$ cat config.mk
export PLATFORM = sky130hd
export DESIGN_NAME = mdio_mgmt_arbiter
export DESIGN_NICKNAME = d
export VERILOG_FILES = /design/src/rtl/mdio_mgmt_arbiter.sv
export SDC_FILE = /design/constraint.sdc
export NUM_CORES = 1
export LEC_CHECK = 0
export CAP_MARGIN = 20
export CORE_MARGIN = 2
export CORE_UTILIZATION = 48
export DETAILED_ROUTE_END_ITERATION = 8
export PLACE_DENSITY_LB_ADDON = 0.25
export REMOVE_ABC_BUFFERS = 1
export SLEW_MARGIN = 20
export SYNTH_ARGS = -nofsm -noshare
export SYNTH_HDL_FRONTEND = slang
export SYNTH_SLANG_ARGS = --single-unit
$ cat constraint.sdc
create_clock -name clk -period 3.1 [get_ports clk]
set_input_delay 0.31 -clock clk [delete_from_list [all_inputs] [get_ports clk]]
set_output_delay 0.31 -clock clk [all_outputs]
set_load 0.05 [all_outputs]
$ cat src/rtl/mdio_mgmt_arbiter.sv
// Round-robin arbiter that shares one Clause-22 MDIO bus among NUM_REQ requesters.
// Serialises one 64-bit frame per grant and returns read data / turnaround status.
module mdio_mgmt_arbiter #(
  parameter int unsigned NUM_REQ = 4,
  parameter int unsigned CLK_DIV = 40
) (
  input  logic                    clk,
  input  logic                    arst,
  input  logic [NUM_REQ-1:0]      req_valid,
  output logic [NUM_REQ-1:0]      req_ready,
  input  logic [NUM_REQ-1:0]      req_write,
  input  logic [NUM_REQ*5-1:0]    req_phy,
  input  logic [NUM_REQ*5-1:0]    req_reg,
  input  logic [NUM_REQ*16-1:0]   req_wdata,
  output logic [NUM_REQ-1:0]      rsp_valid,
  output logic [15:0]             rsp_rdata,
  output logic                    rsp_err,
  output logic                    busy,
  output logic                    mdc,
  output logic                    mdio_out,
  output logic                    mdio_oe,
  input  logic                    mdio_in
);

  localparam int unsigned IdxW = (NUM_REQ > 1) ? $clog2(NUM_REQ) : 1;
  localparam int unsigned DivW = (CLK_DIV > 1) ? $clog2(CLK_DIV) : 1;
  localparam logic [DivW-1:0] DivLast = DivW'(CLK_DIV - 1);
  localparam logic [IdxW-1:0] IdxLast = IdxW'(NUM_REQ - 1);

  typedef enum logic [1:0] {StIdle, StShift, StDone} state_e;

  state_e          state_q, state_d;
  logic [IdxW-1:0] ptr_q, ptr_d, gnt_q, gnt_d;
  logic            wr_q, wr_d;
  logic [4:0]      phy_q, phy_d, reg_q, reg_d;
  logic [15:0]     wdata_q, wdata_d;
  logic [DivW-1:0] div_q, div_d;
  logic            half_q, half_d;
  logic [5:0]      bit_q, bit_d, nxt_bit;
  logic            mdc_q, mdc_d, out_q, out_d, oe_q, oe_d;
  logic [15:0]     rd_sh_q, rd_sh_d, rdata_q, rdata_d;
  logic            ta_err_q, ta_err_d, err_q, err_d;
  logic [63:0]     frame;
  logic [NUM_REQ-1:0] ready_c;

  logic            found;
  logic [IdxW-1:0] pick;
  int unsigned     idx;

  // Frame as it appears on the wire, index 63 first; released bits of a read read back as 1.
  always_comb begin
    frame = {32'hFFFF_FFFF, 2'b01, (wr_q ? 2'b01 : 2'b10), phy_q, reg_q,
             (wr_q ? 2'b10 : 2'b11), (wr_q ? wdata_q : 16'hFFFF)};
  end

  // First pending requester at or after the pointer, wrapping.
  always_comb begin
    found = 1'b0;
    pick  = '0;
    idx   = 0;
    for (int unsigned i = 0; i < NUM_REQ; i++) begin
      idx = (32'(ptr_q) + i) % NUM_REQ;
      if (!found && req_valid[idx]) begin
        found = 1'b1;
        pick  = IdxW'(idx);
      end
    end
  end

  always_comb begin
    state_d  = state_q;
    ptr_d    = ptr_q;
    gnt_d    = gnt_q;
    wr_d     = wr_q;
    phy_d    = phy_q;
    reg_d    = reg_q;
    wdata_d  = wdata_q;
    div_d    = div_q;
    half_d   = half_q;
    bit_d    = bit_q;
    mdc_d    = mdc_q;
    out_d    = out_q;
    oe_d     = oe_q;
    rd_sh_d  = rd_sh_q;
    ta_err_d = ta_err_q;
    rdata_d  = rdata_q;
    err_d    = err_q;
    ready_c  = '0;
    rsp_valid = '0;
    nxt_bit  = bit_q + 6'd1;

    unique case (state_q)
      StIdle: begin
        if (found) begin
          ready_c[pick] = 1'b1;
          gnt_d    = pick;
          ptr_d    = (pick == IdxLast) ? '0 : pick + IdxW'(1);
          wr_d     = req_write[pick];
          phy_d    = req_phy[5*int'(pick) +: 5];
          reg_d    = req_reg[5*int'(pick) +: 5];
          wdata_d  = req_wdata[16*int'(pick) +: 16];
          div_d    = '0;
          half_d   = 1'b0;
          bit_d    = '0;
          mdc_d    = 1'b0;
          out_d    = 1'b1;
          oe_d     = 1'b1;
          rd_sh_d  = '0;
          ta_err_d = 1'b0;
          state_d  = StShift;
        end
      end
      StShift: begin
        if (div_q == DivLast) begin
          div_d = '0;
          if (!half_q) begin
            // Last low-phase cycle: sample the pin just before mdc rises.
            half_d = 1'b1;
            mdc_d  = 1'b1;
            if (bit_q == 6'd47) ta_err_d = mdio_in;
            if (bit_q >= 6'd48) rd_sh_d = {rd_sh_q[14:0], mdio_in};
          end else begin
            half_d = 1'b0;
            mdc_d  = 1'b0;
            if (bit_q == 6'd63) begin
              out_d   = 1'b1;
              oe_d    = 1'b0;
              rdata_d = wr_q ? 16'h0000 : rd_sh_q;
              err_d   = wr_q ? 1'b0 : ta_err_q;
              state_d = StDone;
            end else begin
              bit_d = nxt_bit;
              out_d = frame[6'd63 - nxt_bit];
              oe_d  = wr_q || (nxt_bit < 6'd46);
            end
          end
        end else begin
          div_d = div_q + DivW'(1);
        end
      end
      StDone: begin
        rsp_valid[gnt_q] = 1'b1;
        state_d = StIdle;
      end
      default: state_d = StIdle;
    endcase
  end

  always_ff @(posedge clk or posedge arst) begin
    if (arst) begin
      state_q  <= StIdle;
      ptr_q    <= '0;
      gnt_q    <= '0;
      wr_q     <= 1'b0;
      phy_q    <= '0;
      reg_q    <= '0;
      wdata_q  <= '0;
      div_q    <= '0;
      half_q   <= 1'b0;
      bit_q    <= '0;
      mdc_q    <= 1'b0;
      out_q    <= 1'b1;
      oe_q     <= 1'b0;
      rd_sh_q  <= '0;
      ta_err_q <= 1'b0;
      rdata_q  <= '0;
      err_q    <= 1'b0;
    end else begin
      state_q  <= state_d;
      ptr_q    <= ptr_d;
      gnt_q    <= gnt_d;
      wr_q     <= wr_d;
      phy_q    <= phy_d;
      reg_q    <= reg_d;
      wdata_q  <= wdata_d;
      div_q    <= div_d;
      half_q   <= half_d;
      bit_q    <= bit_d;
      mdc_q    <= mdc_d;
      out_q    <= out_d;
      oe_q     <= oe_d;
      rd_sh_q  <= rd_sh_d;
      ta_err_q <= ta_err_d;
      rdata_q  <= rdata_d;
      err_q    <= err_d;
    end
  end

  // The accept pulse is combinational, so hold it low while reset is asserted.
  assign req_ready = ready_c & {NUM_REQ{~arst}};
  assign rsp_rdata = rdata_q;
  assign rsp_err   = err_q;
  assign busy      = (state_q == StShift);
  assign mdc       = mdc_q;
  assign mdio_out  = out_q;
  assign mdio_oe   = oe_q;

endmodule

==> results.sh, run 1 <==
export IMPL_synth_flop_cell="dfrtp_1"
export IMPL_die_x_um=104
export IMPL_synth_top_family_by_area="compound AO/OA/AOI/OAI gates"
export IMPL_setup_worst_path_start="state_q[1]$_DFFE_PP0P_"
export IMPL_synth_compound_area_frac=0.176
export IMPL_yosys_register_bits=82
export IMPL_status="complete, no violations"
export IMPL_cts_root_buf="clkbuf_8"
export IMPL_p_per_area_nw_per_um2=354
export IMPL_synthXorXnorAreaFrac=0.0109
export IMPL_cts_tree="yes"
export IMPL_synth_area_per_cell_um2=9.86
export IMPL_insertion_delay_ns=0.35
export IMPL_pin_count=144
export IMPL_slew_headroom=0.333
export IMPL_fin_skew_ns=0.0115
export IMPL_routed_via_density=5.38
export IMPL_io_buffers=143
export IMPL_p_leak_nw=3.04
export IMPL_p_clk_frac=0.305
export IMPL_cts_setup_buffers=0
export IMPL_drt_met1_wl_um=4830
export IMPL_drive_above_1_share=0.0932
export IMPL_dp_cells=739
export IMPL_synth_simple_area_share=0.172
export IMPL_grt_usage=0.207
export IMPL_critPathCaptureType="primary output"
export IMPL_switchingPower_mw=0.627
export IMPL_synthAdderAreaFrac=0.0155
export IMPL_fin_crit_ns=2.61
export IMPL_drt_first_pass_iters=4
export IMPL_wire_per_inst_um=14.4
export IMPL_ys_seq_area_frac=0.425
export IMPL_p_sw_frac=0.271
export IMPL_grt_overflow=0
export IMPL_hold_violations=0
export IMPL_drc_errors=0
export IMPL_seq_power_share=0.503
export IMPL_worst_r2r_path_depth=7
export IMPL_min_from="rsp_rdata[15]$_DFFE_PP0P_"
export IMPL_wl_um=10900
export IMPL_grt_pass1_wl_um=18500
export IMPL_drv_cap=0
export IMPL_layout_cells_non_filler=755
export IMPL_die_area_um2=10900
export IMPL_clkSinkCount=82
export IMPL_vias=4059
export IMPL_hpwlAfterDp_um=8080
export IMPL_tns_ns=0
export IMPL_netlist_area_um2=4830
export IMPL_ctsHtreeMaxLevel=3
export IMPL_place_ws_ns=0.749
export IMPL_intPower_mw=1.68
export IMPL_rsz0062_at_grt="false"
export IMPL_fin_nets=738
export IMPL_drt_initial_drc_count=214
export IMPL_dieHeight_um=104
export IMPL_grt_pass1_vias=3963
export IMPL_fin_hold_ws_ns=0.481
export IMPL_final_area_um2=6530
export IMPL_antennaDiodeCount=0
export IMPL_num_rows=36
export IMPL_crit_type="reg2out"
export IMPL_clockBufferDepth=2
export IMPL_rr_endpoint="rsp_rdata[9]$_DFFE_PP0P_"
export IMPL_ant_nets=0
export IMPL_wl_met3_um=619
export IMPL_synthCells=490
export IMPL_timing_max_transition_violations_final=0
export IMPL_antenna_found_initial=0
export IMPL_fmaxAchievable_ghz=0.384
export IMPL_async_reset_ff_frac=1.00
export IMPL_routed_top_layer="met4"
export IMPL_syn2layout_area_growth_pct=35.1
export IMPL_tightestPinTransition_ns=1.00
export IMPL_postPlaceCellArea_um2=6350
export IMPL_path_clk_slew_ns=0.09
export IMPL_setup_slack_ns=0.493
export IMPL_r2r_start="bit_q[1]$_DFFE_PP0P_"
export IMPL_cts_hold_buf=0
export IMPL_post_route_util=0.668
export IMPL_grt_start_max_net_pins=83
export IMPL_power_mw=2.31
export IMPL_synth_mux_area_frac=0.148
export IMPL_crit_required_ns=2.79
export IMPL_ir_worst_vdd_mv=0.192
export IMPL_synth_edf_count=0
export IMPL_yosys_cell_types_count=55
export IMPL_fillCellCount=818
export IMPL_wl_met2_um=5290
export IMPL_crit_fanout=27
export IMPL_gp_congestion=0.869
export IMPL_min_path_type="reg2reg"
export IMPL_fin_crit_sh=0.841
export IMPL_combPwrFrac=0.192
export IMPL_core_um2=9770
export IMPL_r2r_slack_ns=0.79
export IMPL_start_util=0.494
export IMPL_cts_made_buffers=9
export IMPL_postCtsResizedCells=0
export IMPL_ys_warn_count=0
export IMPL_setup_viol=0
export IMPL_cp_arrival_ns=2.30
export IMPL_crit_path_start_kind="flip-flop"
export IMPL_endpoint="busy"
state kept, by name (all words and copies together) (netlist names):
signal     cells
rsp_err        1
gnt_q          2
phy_q          5
wdata_q       16
ptr_q          2
mdio_out       1
mdio_oe        1
mdc            1
bit_q          6
reg_q          5
div_q          6
rsp_rdata     16
rd_sh_q       16
wr_q           1
state_q        2
ta_err_q       1
critical path: stages, from the launching register on:
cell and delay, ns:
dfrtp_1 0.49, nand2b_1 0.34, clkinv_4 0.26, clkdlybuf4s50_1 0.84
cells in the final DEF (no fill, tap or decap), drive strengths merged, types with 3 or more instances in the layout:
cell | netlist | layout
a21oi | 4 | 4
clkinv | 1 | 4
a211oi | 3 | 3
o31ai | 5 | 5
a22oi | 3 | 3
dfrtp | 81 | 81
xor2 | 5 | 5
clkbuf | 12 | 9
clkdlybuf4s50 | 0 | 139
nand2 | 95 | 95
nor2 | 10 | 10
clkinvlp | 0 | 3
nor3 | 3 | 3
ha | 6 | 6
inv | 6 | 7
a22o | 3 | 3
mux2i | 59 | 59
mux4 | 5 | 5
o221ai | 28 | 28
o21ai | 51 | 51
nor2b | 6 | 6
o22ai | 3 | 3
and3 | 11 | 11
nand3 | 6 | 6
buf | 25 | 14
nand2b | 23 | 23
a31oi | 3 | 3
worst min-delay path by stage:
stage / end / cells after the start
after floorplan: rd_sh_q[0]$_DFFE_PP0P_ / 2
after global placement: rsp_err$_DFFE_PP0P_ / 2
after detailed placement: rsp_rdata[0]$_DFFE_PP0P_ / 2
after CTS: rsp_rdata[3]$_DFFE_PP0P_ / 2
after global routing: rsp_rdata[2]$_DFFE_PP0P_ / 2
final: rsp_rdata[15]$_DFFE_PP0P_ / 2
kinds of logic (layout without fill, tap and decap cells):
group,count (synthesis),in the layout
xor gates and xnor gates,6,6
DFF,82,82
and+or+nand+nor,170,170
adders and majority gates,6,6
AOI/OAI and AO/OA,117,117
muxes,65,65
buffers and inverters,44,176
power groups by stage:
stage               logic [mW]  registers [mW]  clock network [mW]
global placement         0.439            1.18                   0
finish                   0.443            1.16               0.704
global route             0.487            1.17               0.773
CTS                      0.451            1.16               0.719
detailed placement       0.449            1.18                   0
floorplan                0.269            1.17                   0
area by class of cell:
class / count / area, um2 / area share
inverters: 7 / 32.5 / 0.00498
flip-flops and latches: 82 / 2050 / 0.315
clock inverters: 7 / 53.8 / 0.00824
multi-input cells: 364 / 2540 / 0.389
repair buffers: 153 / 1560 / 0.239
well taps: 133 / 166 / 0.0255
clock buffers: 9 / 124 / 0.0190
synth_stat cells, types with 4 or more instances:
master	instances	area, um2
a21oi_1	4	20.0
and3_1	11	68.8
buf_2	13	65.1
buf_4	6	45.0
buf_6	6	67.6
clkbuf_1	12	45.0
dfrtp_1	81	2030
ha_1	6	75.1
inv_1	4	15.0
mux2i_1	59	591
mux4_2	5	113
nand2_1	95	357
nand2b_1	23	144
nand3_1	6	30.0
nor2_1	10	37.5
nor2b_1	6	37.5
o21ai_0	30	150
o21ai_1	11	55.1
o21ai_2	10	87.6
o221ai_1	28	245
o31ai_1	5	37.5
xor2_1	5	43.8
routing by layer:
metal / vias to the layer above / GRT usage
li1: 2039 / -
met1: 1880 / 0.272
met2: 131 / 0.343
met3: 9 / 0.0464
met4: 0 / 0.0569
met5: - / 0
No activity file was read; power rests on OpenSTA's default activity.
==> inputs of run 2 (changes only) <==
==> constraint.sdc (replaced) <==
create_clock -name clk -period 2.45 [get_ports clk]
set_input_delay 0.245 -clock clk [delete_from_list [all_inputs] [get_ports clk]]
set_output_delay 0.245 -clock clk [all_outputs]
set_load 0.05 [all_outputs]
==> run 2 against run 1 <==
Net effect: sequential power increased by 26%; non-clock buffer count increased by 6; cell area increased by 1.9%; core utilization increased by 1.3 points.
==> results.sh, run 2 (synthesis results as in run 1) <==
export IMPL_status="complete, no violations"
export IMPL_cts_made_buffers=9
export IMPL_crit_slowest_cell="clkdlybuf4s50_1"
export IMPL_tightestPinTransition_ns=0.985
export IMPL_fin_crit_ns=2.28
export IMPL_clkSinkCount=82
export IMPL_whs_path_depth=2
export IMPL_pin_count=144
export IMPL_hpwlAfterDp_um=8270
export IMPL_rsz0062_at_grt="false"
export IMPL_wl_met3_um=596
export IMPL_dieHeight_um=104
export IMPL_insertion_delay_ns=0.35
export IMPL_cp_num_cells=2
export IMPL_layout_commonest_cell="clkdlybuf4s50_1"
export IMPL_wire_per_inst_um=14.5
export IMPL_cp_num_buf_inv=1
export IMPL_fin_crit_sh=0.929
export IMPL_fin_hold_ws_ns=0.478
export IMPL_crit_path_start_kind="flip-flop"
export IMPL_path_clk_slew_ns=0.09
export IMPL_grt_pass1_vias=4064
export IMPL_slew_headroom=0.343
export IMPL_fin_nets=744
export IMPL_place_ws_ns=0.129
export IMPL_fin_skew_ns=0.0118
export IMPL_ant_nets=0
export IMPL_clockBufferDepth=2
export IMPL_setup_slack_ns=0.175
export IMPL_drt_first_pass_iters=4
export IMPL_die_area_um2=10900
export IMPL_worst_r2r_path_depth=7
export IMPL_cts_hold_buf=0
export IMPL_min_path_type="reg2reg"
export IMPL_drt_initial_drc_count=217
export IMPL_grt_pass1_wl_um=19300
export IMPL_antenna_found_initial=0
export IMPL_p_per_area_nw_per_um2=459
export IMPL_p_leak_nw=3.11
export IMPL_timing_max_transition_violations_final=0
export IMPL_setup_viol=0
export IMPL_layout_common_cells="138 x clkdlybuf4s50_1, 95 x nand2_1, 81 x dfrtp_1"
export IMPL_die_x_um=104
export IMPL_drc_errors=0
export IMPL_antennaDiodeCount=0
export IMPL_grt_start_max_net_pins=83
export IMPL_cp_top_family="buffers and inverters"
export IMPL_postPlaceCellArea_um2=6440
export IMPL_core_um2=9770
export IMPL_power_mw=3.05
export IMPL_grt_usage=0.212
export IMPL_wl_met2_um=5460
export IMPL_cts_tree="yes"
export IMPL_r2r_slack_ns=0.26
export IMPL_ir_worst_vdd_mv=0.321
export IMPL_drive_above_1_share=0.105
export IMPL_drv_cap=0
export IMPL_cp_slowest_stage_delay_ns=0.86
export IMPL_wl_um=11000
export IMPL_routed_top_layer="met4"
export IMPL_io_buffers=143
export IMPL_routed_via_density=5.47
export IMPL_crit_type="reg2out"
export IMPL_critPathCaptureType="primary output"
export IMPL_fillCellCount=782
export IMPL_num_rows=36
export IMPL_start_util=0.494
export IMPL_crit_fanout=9
export IMPL_grt_overflow=0
export IMPL_gp_congestion=0.823
export IMPL_final_area_um2=6650
export IMPL_cp_arrival_ns=2.03
export IMPL_post_route_util=0.680
export IMPL_fmaxAchievable_ghz=0.439
export IMPL_ctsHtreeMaxLevel=3
export IMPL_worstPathCellList="nor4b_1 > clkdlybuf4s50_1"
export IMPL_crit_required_ns=2.20
export IMPL_drt_met1_wl_um=4800
export IMPL_syn2layout_area_growth_pct=37.7
export IMPL_hold_violations=0
export IMPL_cts_root_buf="clkbuf_8"
export IMPL_vias=4162
run 2: final timing paths:
kind                                     startpoint                        to
setup reg to reg               bit_q[0]$_DFFE_PP0P_      mdio_out$_DFFE_PP1P_
hold / removal             rsp_rdata[1]$_DFFE_PP0P_  rsp_rdata[1]$_DFFE_PP0P_
setup / recovery             state_q[0]$_DFFE_PP0P_              rsp_valid[0]
hold reg to reg            rsp_rdata[1]$_DFFE_PP0P_  rsp_rdata[1]$_DFFE_PP0P_
min in group asynchronous                      arst    wdata_q[4]$_DFFE_PP0P_
max in group asynchronous                      arst      ta_err_q$_DFFE_PP0P_
run 2: worst register-to-register path: cells and delay by family (launching register included):
family                     cells  cell delay [ns]
adders and majority gates      1             0.36
DFF                            1             0.39
and+or+nand+nor                1             0.46
buffers and inverters          1             0.22
AOI/OAI and AO/OA              4             0.71
run 2: power by group:
group          leakage, nW  switching, mW  total, mW  internal, mW
Clock                0.101          0.522       1.01         0.487
Sequential           0.979         0.0430       1.46          1.42
Combinational         2.03          0.239      0.581         0.342
Total                 3.11          0.804       3.05          2.25
run 2: metal layers:
layer	global-route usage	up-vias
li1	-	2060
met3	0.0276	11
met5	0	-
met2	0.358	128
met4	0.0637	0
met1	0.285	1963
run 2: cell type report:
class,instances,area (um2),area share
multi-input combinational,364,2540,0.382
sequential,82,2050,0.309
clock inverter,7,81.3,0.0122
tap,133,166,0.0250
inverter,7,32.5,0.00489
timing repair buffer,159,1650,0.248
clock buffer,9,124,0.0186
run 2: stage by stage:
step           TNS, ns  cells
6_report             0    761
5_1_grt              0    761
4_1_cts              0    761
3_5_place_dp         0    745
3_3_place_gp         0    745
2_1_floorplan   -93.67    453
run 2: repair_timing:
item | CTS | global route
resized for setup | 0 | 1
buffers inserted | 0 | 0
setup endpoints to repair | 0 | 4
